`src/rtl/multi_counter_host.sv`:
```
// multi_counter_host: request front-end and response collector for a multi_counter.
//   Accepts counter commands (req_*) and forwards them one cycle later on cntr_*.
//   A command whose op has the OUTPUT bit set is a query. Queries consume a credit,
//   so no more than RSP_DEPTH results can ever be owed. Query results come back on
//   status_*_r and are buffered in a response FIFO that drains over rsp_*.
// Ports:
//   clk, rst                   clock, synchronous active-high reset
//   req_vld/rdy/id/op/dat      command input (req_rdy is combinational)
//   cntr_pass/id/op/dat        registered command to the multi_counter
//   status_pass_r/qry_r/id_r/dat_r  status returned by the multi_counter
//   rsp_vld/rdy/id/dat         query response output
//   outstanding                queries issued but not yet popped
//   err_r                      sticky protocol error
// Optional feature: define MULTI_COUNTER_HOST_CHK_EN to add a tag FIFO. The tag FIFO
// records each query id at accept and compares it against the id of every returned
// status query.

package multi_counter_pkg;

  localparam int unsigned OP_W        = 3;
  localparam int unsigned OP_OUTPUT_B = 2;

  typedef enum logic [OP_W-1:0] {
    OP_NOP         = 3'd0,
    OP_INIT        = 3'd1,
    OP_INCR        = 3'd2,
    OP_DECR        = 3'd3,
    OP_OUTPUT      = 3'd4,
    OP_INIT_OUTPUT = 3'd5,
    OP_INCR_OUTPUT = 3'd6,
    OP_DECR_OUTPUT = 3'd7
  } op_t;

endpackage

module multi_counter_host
  import multi_counter_pkg::*;
#(
  parameter int unsigned CNTRS_N    = 256,
  parameter int unsigned CNTRS_W    = 32,
  parameter int unsigned CNTRS_ID_W = $clog2(CNTRS_N),
  parameter int unsigned RSP_DEPTH  = 4
) (
  input  logic                    clk,
  input  logic                    rst,

  input  logic                    req_vld,
  output logic                    req_rdy,
  input  logic [CNTRS_ID_W-1:0]   req_id,
  input  op_t                     req_op,
  input  logic [CNTRS_W-1:0]      req_dat,

  output logic                    cntr_pass,
  output logic [CNTRS_ID_W-1:0]   cntr_id,
  output op_t                     cntr_op,
  output logic [CNTRS_W-1:0]      cntr_dat,

  input  logic                    status_pass_r,
  input  logic                    status_qry_r,
  input  logic [CNTRS_ID_W-1:0]   status_id_r,
  input  logic [CNTRS_W-1:0]      status_dat_r,

  output logic                    rsp_vld,
  input  logic                    rsp_rdy,
  output logic [CNTRS_ID_W-1:0]   rsp_id,
  output logic [CNTRS_W-1:0]      rsp_dat,

  output logic [$clog2(RSP_DEPTH):0] outstanding,
  output logic                    err_r
);

  localparam int unsigned PTR_W = $clog2(RSP_DEPTH);
  localparam int unsigned CNT_W = $clog2(RSP_DEPTH) + 1;
  localparam logic [CNT_W-1:0] DEPTH_C = CNT_W'(RSP_DEPTH);

  // Elaboration-time parameter legality.
  if (RSP_DEPTH < 2 || (RSP_DEPTH & (RSP_DEPTH - 1)) != 0) begin : g_bad_depth
    $error("RSP_DEPTH must be a power of 2 and at least 2");
  end
  if (CNTRS_N > (2 ** CNTRS_ID_W)) begin : g_bad_id_w
    $error("CNTRS_ID_W too narrow for CNTRS_N");
  end

  logic [CNT_W-1:0] credits_c;
  logic             req_acc_c;
  logic             qry_acc_c;
  logic             pop_c;
  logic             sts_qry_c;
  logic             full_c;
  logic             in_flight_c;
  logic             drop_c;
  logic             push_c;
  logic             tag_err_c;

  logic [CNTRS_ID_W-1:0] fifo_id  [RSP_DEPTH];
  logic [CNTRS_W-1:0]    fifo_dat [RSP_DEPTH];
  logic [PTR_W-1:0]      wr_ptr;
  logic [PTR_W-1:0]      rd_ptr;
  logic [CNT_W-1:0]      rsp_cnt;
  logic [CNT_W-1:0]      rsp_cnt_nxt_c;

  // Credits are the complement of outstanding; only queries are throttled.
  assign credits_c = DEPTH_C - outstanding;
  assign req_rdy   = ~rst & ((credits_c != '0) | ~req_op[OP_OUTPUT_B]);
  assign req_acc_c = req_vld & req_rdy;
  assign qry_acc_c = req_acc_c & req_op[OP_OUTPUT_B];
  assign pop_c     = rsp_vld & rsp_rdy;
  assign sts_qry_c = status_pass_r & status_qry_r;

  // A result is only legal if some query is still between accept and FIFO push.
  assign full_c      = (rsp_cnt == DEPTH_C);
  assign in_flight_c = (outstanding != rsp_cnt);
  assign drop_c      = sts_qry_c & (full_c | ~in_flight_c);
  assign push_c      = sts_qry_c & ~drop_c;

  // Command pipeline register toward the multi_counter; data holds when idle.
  always_ff @(posedge clk) begin
    if (rst) begin
      cntr_pass <= 1'b0;
      cntr_id   <= '0;
      cntr_op   <= OP_NOP;
      cntr_dat  <= '0;
    end else begin
      cntr_pass <= req_acc_c;
      if (req_acc_c) begin
        cntr_id  <= req_id;
        cntr_op  <= req_op;
        cntr_dat <= req_dat;
      end
    end
  end

  // Outstanding query count: up on query accept, down on response pop.
  always_ff @(posedge clk) begin
    if (rst) begin
      outstanding <= '0;
    end else begin
      case ({qry_acc_c, pop_c})
        2'b10:   outstanding <= outstanding + CNT_W'(1);
        2'b01:   outstanding <= outstanding - CNT_W'(1);
        default: outstanding <= outstanding;
      endcase
    end
  end

  // Response FIFO occupancy next state.
  always_comb begin
    rsp_cnt_nxt_c = rsp_cnt;
    if (push_c & ~pop_c) begin
      rsp_cnt_nxt_c = rsp_cnt + CNT_W'(1);
    end else if (pop_c & ~push_c) begin
      rsp_cnt_nxt_c = rsp_cnt - CNT_W'(1);
    end
  end

  // Response FIFO storage and pointers; pointers wrap naturally at RSP_DEPTH.
  always_ff @(posedge clk) begin
    if (rst) begin
      wr_ptr  <= '0;
      rd_ptr  <= '0;
      rsp_cnt <= '0;
      rsp_vld <= 1'b0;
      for (int i = 0; i < int'(RSP_DEPTH); i++) begin
        fifo_id[i]  <= '0;
        fifo_dat[i] <= '0;
      end
    end else begin
      if (push_c) begin
        fifo_id[wr_ptr]  <= status_id_r;
        fifo_dat[wr_ptr] <= status_dat_r;
        wr_ptr           <= wr_ptr + PTR_W'(1);
      end
      if (pop_c) begin
        rd_ptr <= rd_ptr + PTR_W'(1);
      end
      rsp_cnt <= rsp_cnt_nxt_c;
      rsp_vld <= (rsp_cnt_nxt_c != '0);
    end
  end

  // Head entry comes straight from storage, so it is stable while not popped.
  assign rsp_id  = fifo_id[rd_ptr];
  assign rsp_dat = fifo_dat[rd_ptr];

`ifdef MULTI_COUNTER_HOST_CHK_EN
  logic [CNTRS_ID_W-1:0] tag_mem [RSP_DEPTH];
  logic [PTR_W-1:0]      tag_wr_ptr;
  logic [PTR_W-1:0]      tag_rd_ptr;
  logic [CNT_W-1:0]      tag_cnt;
  logic                  tag_push_c;
  logic                  tag_pop_c;

  // Tag count never exceeds outstanding, so credit gating also bounds this FIFO.
  assign tag_push_c = qry_acc_c & (tag_cnt != DEPTH_C);
  assign tag_pop_c  = sts_qry_c & (tag_cnt != '0);
  assign tag_err_c  = tag_pop_c & (tag_mem[tag_rd_ptr] != status_id_r);

  // Tag FIFO: issued query ids in accept order.
  always_ff @(posedge clk) begin
    if (rst) begin
      tag_wr_ptr <= '0;
      tag_rd_ptr <= '0;
      tag_cnt    <= '0;
      for (int i = 0; i < int'(RSP_DEPTH); i++) begin
        tag_mem[i] <= '0;
      end
    end else begin
      if (tag_push_c) begin
        tag_mem[tag_wr_ptr] <= req_id;
        tag_wr_ptr          <= tag_wr_ptr + PTR_W'(1);
      end
      if (tag_pop_c) begin
        tag_rd_ptr <= tag_rd_ptr + PTR_W'(1);
      end
      case ({tag_push_c, tag_pop_c})
        2'b10:   tag_cnt <= tag_cnt + CNT_W'(1);
        2'b01:   tag_cnt <= tag_cnt - CNT_W'(1);
        default: tag_cnt <= tag_cnt;
      endcase
    end
  end
`else
  assign tag_err_c = 1'b0;
`endif

  // Sticky error: cleared only by reset.
  always_ff @(posedge clk) begin
    if (rst) begin
      err_r <= 1'b0;
    end else if (drop_c | tag_err_c) begin
      err_r <= 1'b1;
    end
  end

endmodule
```
`config.mk`:
```
export PLATFORM = sky130hd
export DESIGN_NAME = multi_counter_host
export DESIGN_NICKNAME = d
export VERILOG_FILES = /design/src/rtl/multi_counter_host.sv
export SDC_FILE = /design/constraint.sdc
export NUM_CORES = 1
export LEC_CHECK = 0
export ABC_AREA = 1
export BUFFER_PORTS_ARGS = -buffer_cell sky130_fd_sc_hd__buf_4
export CAP_MARGIN = 20
export CORE_ASPECT_RATIO = 1.5
export CORE_MARGIN = 5
export CORE_UTILIZATION = 30
export CTS_CLUSTER_SIZE = 28
export DETAILED_ROUTE_END_ITERATION = 7
export PLACE_DENSITY = 0.45
export SYNTH_ARGS = -nofsm -noshare
export SYNTH_HDL_FRONTEND = slang
export SYNTH_SLANG_ARGS = --single-unit
```
`constraint.sdc`:
```
create_clock -name clk -period 5 [get_ports clk]
set_input_delay 0.75 -clock clk [delete_from_list [all_inputs] [get_ports clk]]
set_output_delay 0.75 -clock clk [all_outputs]
set_load 0.01 [all_outputs]
```
==> results.yml <==
status:
  outcome: "complete, no violations"
synth:
  synth.top_cells.by_area: "edfxtp_1 (51%), dfxtp_1 (12%), nor2_1 (7.9%), nor2_4 (5.0%), o21ai_0 (4.7%)"
  synthesis.nets: 1032
  synth-seq-cells: 218
  synth_edf_count: 160
  synth.avg_cell_area_um2: 10.1
  post_synth_inst_count: 938
  ys_dominant_reg_cell: "edfxtp_1"
  async_sr_flop_fraction_pct: 0
  synth.largest_area_cell: "edfxtp_1"
  synth-warning-count: 0
  post_syn_area_um2: 9460
  seq_total_area_yosys_pct: 63.0
  count_of_different_cell_masters_after_synthesis: 27
  netlist.area_leader.share_pct: 50.8
clock_network:
  clk_pin_slew_worst_paths_ns: 0.06
  cts.htree.levels: 1
  cts.hold.buffers_added: 0
  cts-resized-gates: 0
  clk_latency_ns: 0.52
  cts.sinks: 218
  postCtsSetupBuffers: 0
  cts-root-buf: "clkbuf_16"
  cts_tree: "yes"
  cts.path.max_buffers: 3
  cts_buffers: 23
final_layout:
  drive_gt1_share_pct: 26.4
  finalCoreUtilization_pct: 38.2
  n_antenna_cell: 0
  fin_nets: 1195
  stdcell_count: 1522
  area.growth.synth_to_final_pct: 25.6
placement:
  place.gp.congestion: 0.765
  dp_hpwl_um: 16100
  dp_cells: 1479
  placement.io_buffers: 178
worst_setup_path:
  critical_path_maximum_fanout: 41
  crit_path_kind: "reg2out"
  timing.critical_path.from_type: "flop"
  end_kind: "output pin"
  required_ns: 4.25
  worst_ep_arrival_time_ns: 2.58
detailed_routing:
  drt_iter0_markers: 192
  wirelength_um: 26300
  final_antenna_net_count: 0
  route.detailed.drc: 0
  detail_route.vias_per_cell: 4.57
  post_drt_wl_per_cell_um: 17.3
  number_of_search_and_repair_iterations_in_the_first_detailed_routing_pass: 4
  detailed_route_via_count: 6961
floorplan:
  die_height_um: 228
  placementRows: 79
  start_util_pct: 30.4
  ioPinCount: 179
  core_footprint_um2: 31100
  die_area_um2: 35300
  floorplan.die.width_um: 155
power_and_ir_drop:
  worst_ir_drop_vdd_v: 0.000242
  total_leakage_power_nw: 4.86
  power_mw: 4.97
  pd_cells_nw_per_um2: 418
timing:
  timing.final.crit_period_ns: 3.33
  final_setup_vio_count: 0
  final-max-slew-violation-count: 0
  period_share_pct: 66.7
  sum_neg_setup_slack_ns: 0
  slew_headroom_pct: 29.4
  worstMarginPinSlew_ns: 1.05
  grt_setup_unrepaired: "false"
  finalClockSkew_ns: 0.0101
  achievable-frequency_ghz: 0.300
  final_hold_viol_count: 0
global_routing:
  gr-total-overflow: 0
  globalRouteTotalUtil_pct: 14.6
  antenna_found_initial: 1
  grt_pass1_wl_um: 40300
  grt_start_max_net_pins: 81
  via_count_of_the_first_global_routing_pass: 7257
min_path:
  worst_hold_path_type: "in2reg"
job:
  max_cap_viol_count: 0
[path summary, 6_finish.rpt]
| path | start | endpoint | slack, ns | depth (start not counted) |
|---|---|---|---|---|
| min | req_dat[8] | cntr_dat[8]$_SDFFE_PP0N_ | 0.42 | 3 |
| min reg2reg | cntr_id[1]$_SDFFE_PP0N_ | cntr_id[1]$_SDFFE_PP0N_ | 0.46 | 2 |
| max | flop | rsp_dat[16] | 1.67 | 6 |
| max reg2reg | wr_ptr[0]$_SDFFE_PP0P_ | fifo_dat[1][23]$_SDFFCE_PN0P_ | 2.12 | 5 |
[final cells by class]
cell class	instances	area, um2
Sequential cell	218	5970
Fill cell	3146	19200
Clock buffer	28	604
Multi-Input combinational cell	562	2870
Clock inverter	13	63.8
Inverter	104	393
Tap cell	405	507
Timing Repair Buffer	192	1480
[state kept, by name, indices dropped and copies added, names as in the netlist, 2 cells and up, named ones only]
signal / flops
cntr_id: 8
rsp_cnt: 3
outstanding: 3
rd_ptr: 2
fifo_dat: 128
cntr_op: 3
wr_ptr: 2
fifo_id: 32
cntr_dat: 32
[synthesized netlist by cell type (2+ instances only)]
master	count
nor2_1	200
edfxtp_1	160
nand2_1	109
inv_1	98
o21ai_0	89
dfxtp_1	58
nand3_1	49
nor2_4	42
o22ai_1	40
clkbuf_1	38
nor2_2	10
buf_2	8
buf_6	8
a21oi_1	7
inv_2	5
ha_1	4
nand4_1	2
xor2_1	2
[critical path, cell delays in order, from the launching register on]
cell	delay [ns]
dfxtp_2	0.31
buf_4	0.29
inv_1	0.55
buf_4	0.39
o21ai_0	0.14
o22ai_1	0.21
buf_4	0.17
[through the flow]
step                      setup slack (ns)  cell area (um2)  hold WS (ns)
after floorplan                      0.448             9460         0.444
after global placement                1.86            11200         0.453
after detailed placement              2.01            11200         0.458
after CTS                             1.53            11800         0.396
after global routing                  1.45            11900         0.410
final                                 1.67            11900         0.418
[routing by layer]
layer,vias to the layer above,part of all wire [%],GRT usage (%),wire length (um)
met3,44,6.6,3.69,1730
met5,-,0.049,0,13
met4,2,2.8,4.99,728
li1,3410,-,-,-
met1,3313,39,16.3,10200
met2,192,52,27.1,13600
[cell families (layout without fill, tap and decap cells)]
family,count (synthesis),after routing,share of synthesized area [%]
buf+inv,158,337,7.01
flops,218,218,63.0
xor+xnor,3,3,0.278
fa+ha+maj,5,5,0.740
simple gates,415,415,21.0
compound gates,139,139,7.93
[report_power, final]
group,switching [mW],internal (mW)
Sequential,0.0691,2.12
Combinational,0.769,0.451
Clock,0.700,0.858
Total,1.54,3.43
[layout by cell type (no fill, tap or decap), drive strengths merged, types with 2 or more instances in the layout]
cell and count:
a21oi 7, buf 192, clkbuf 28, clkinv 11
clkinvlp 2, dfxtp 58, edfxtp 160, ha 4
inv 104, nand2 110, nand3 51, nand4 2
nor2 252, o21ai 90, o22ai 40, xor2 2
Power figures use the tool's default switching activity.
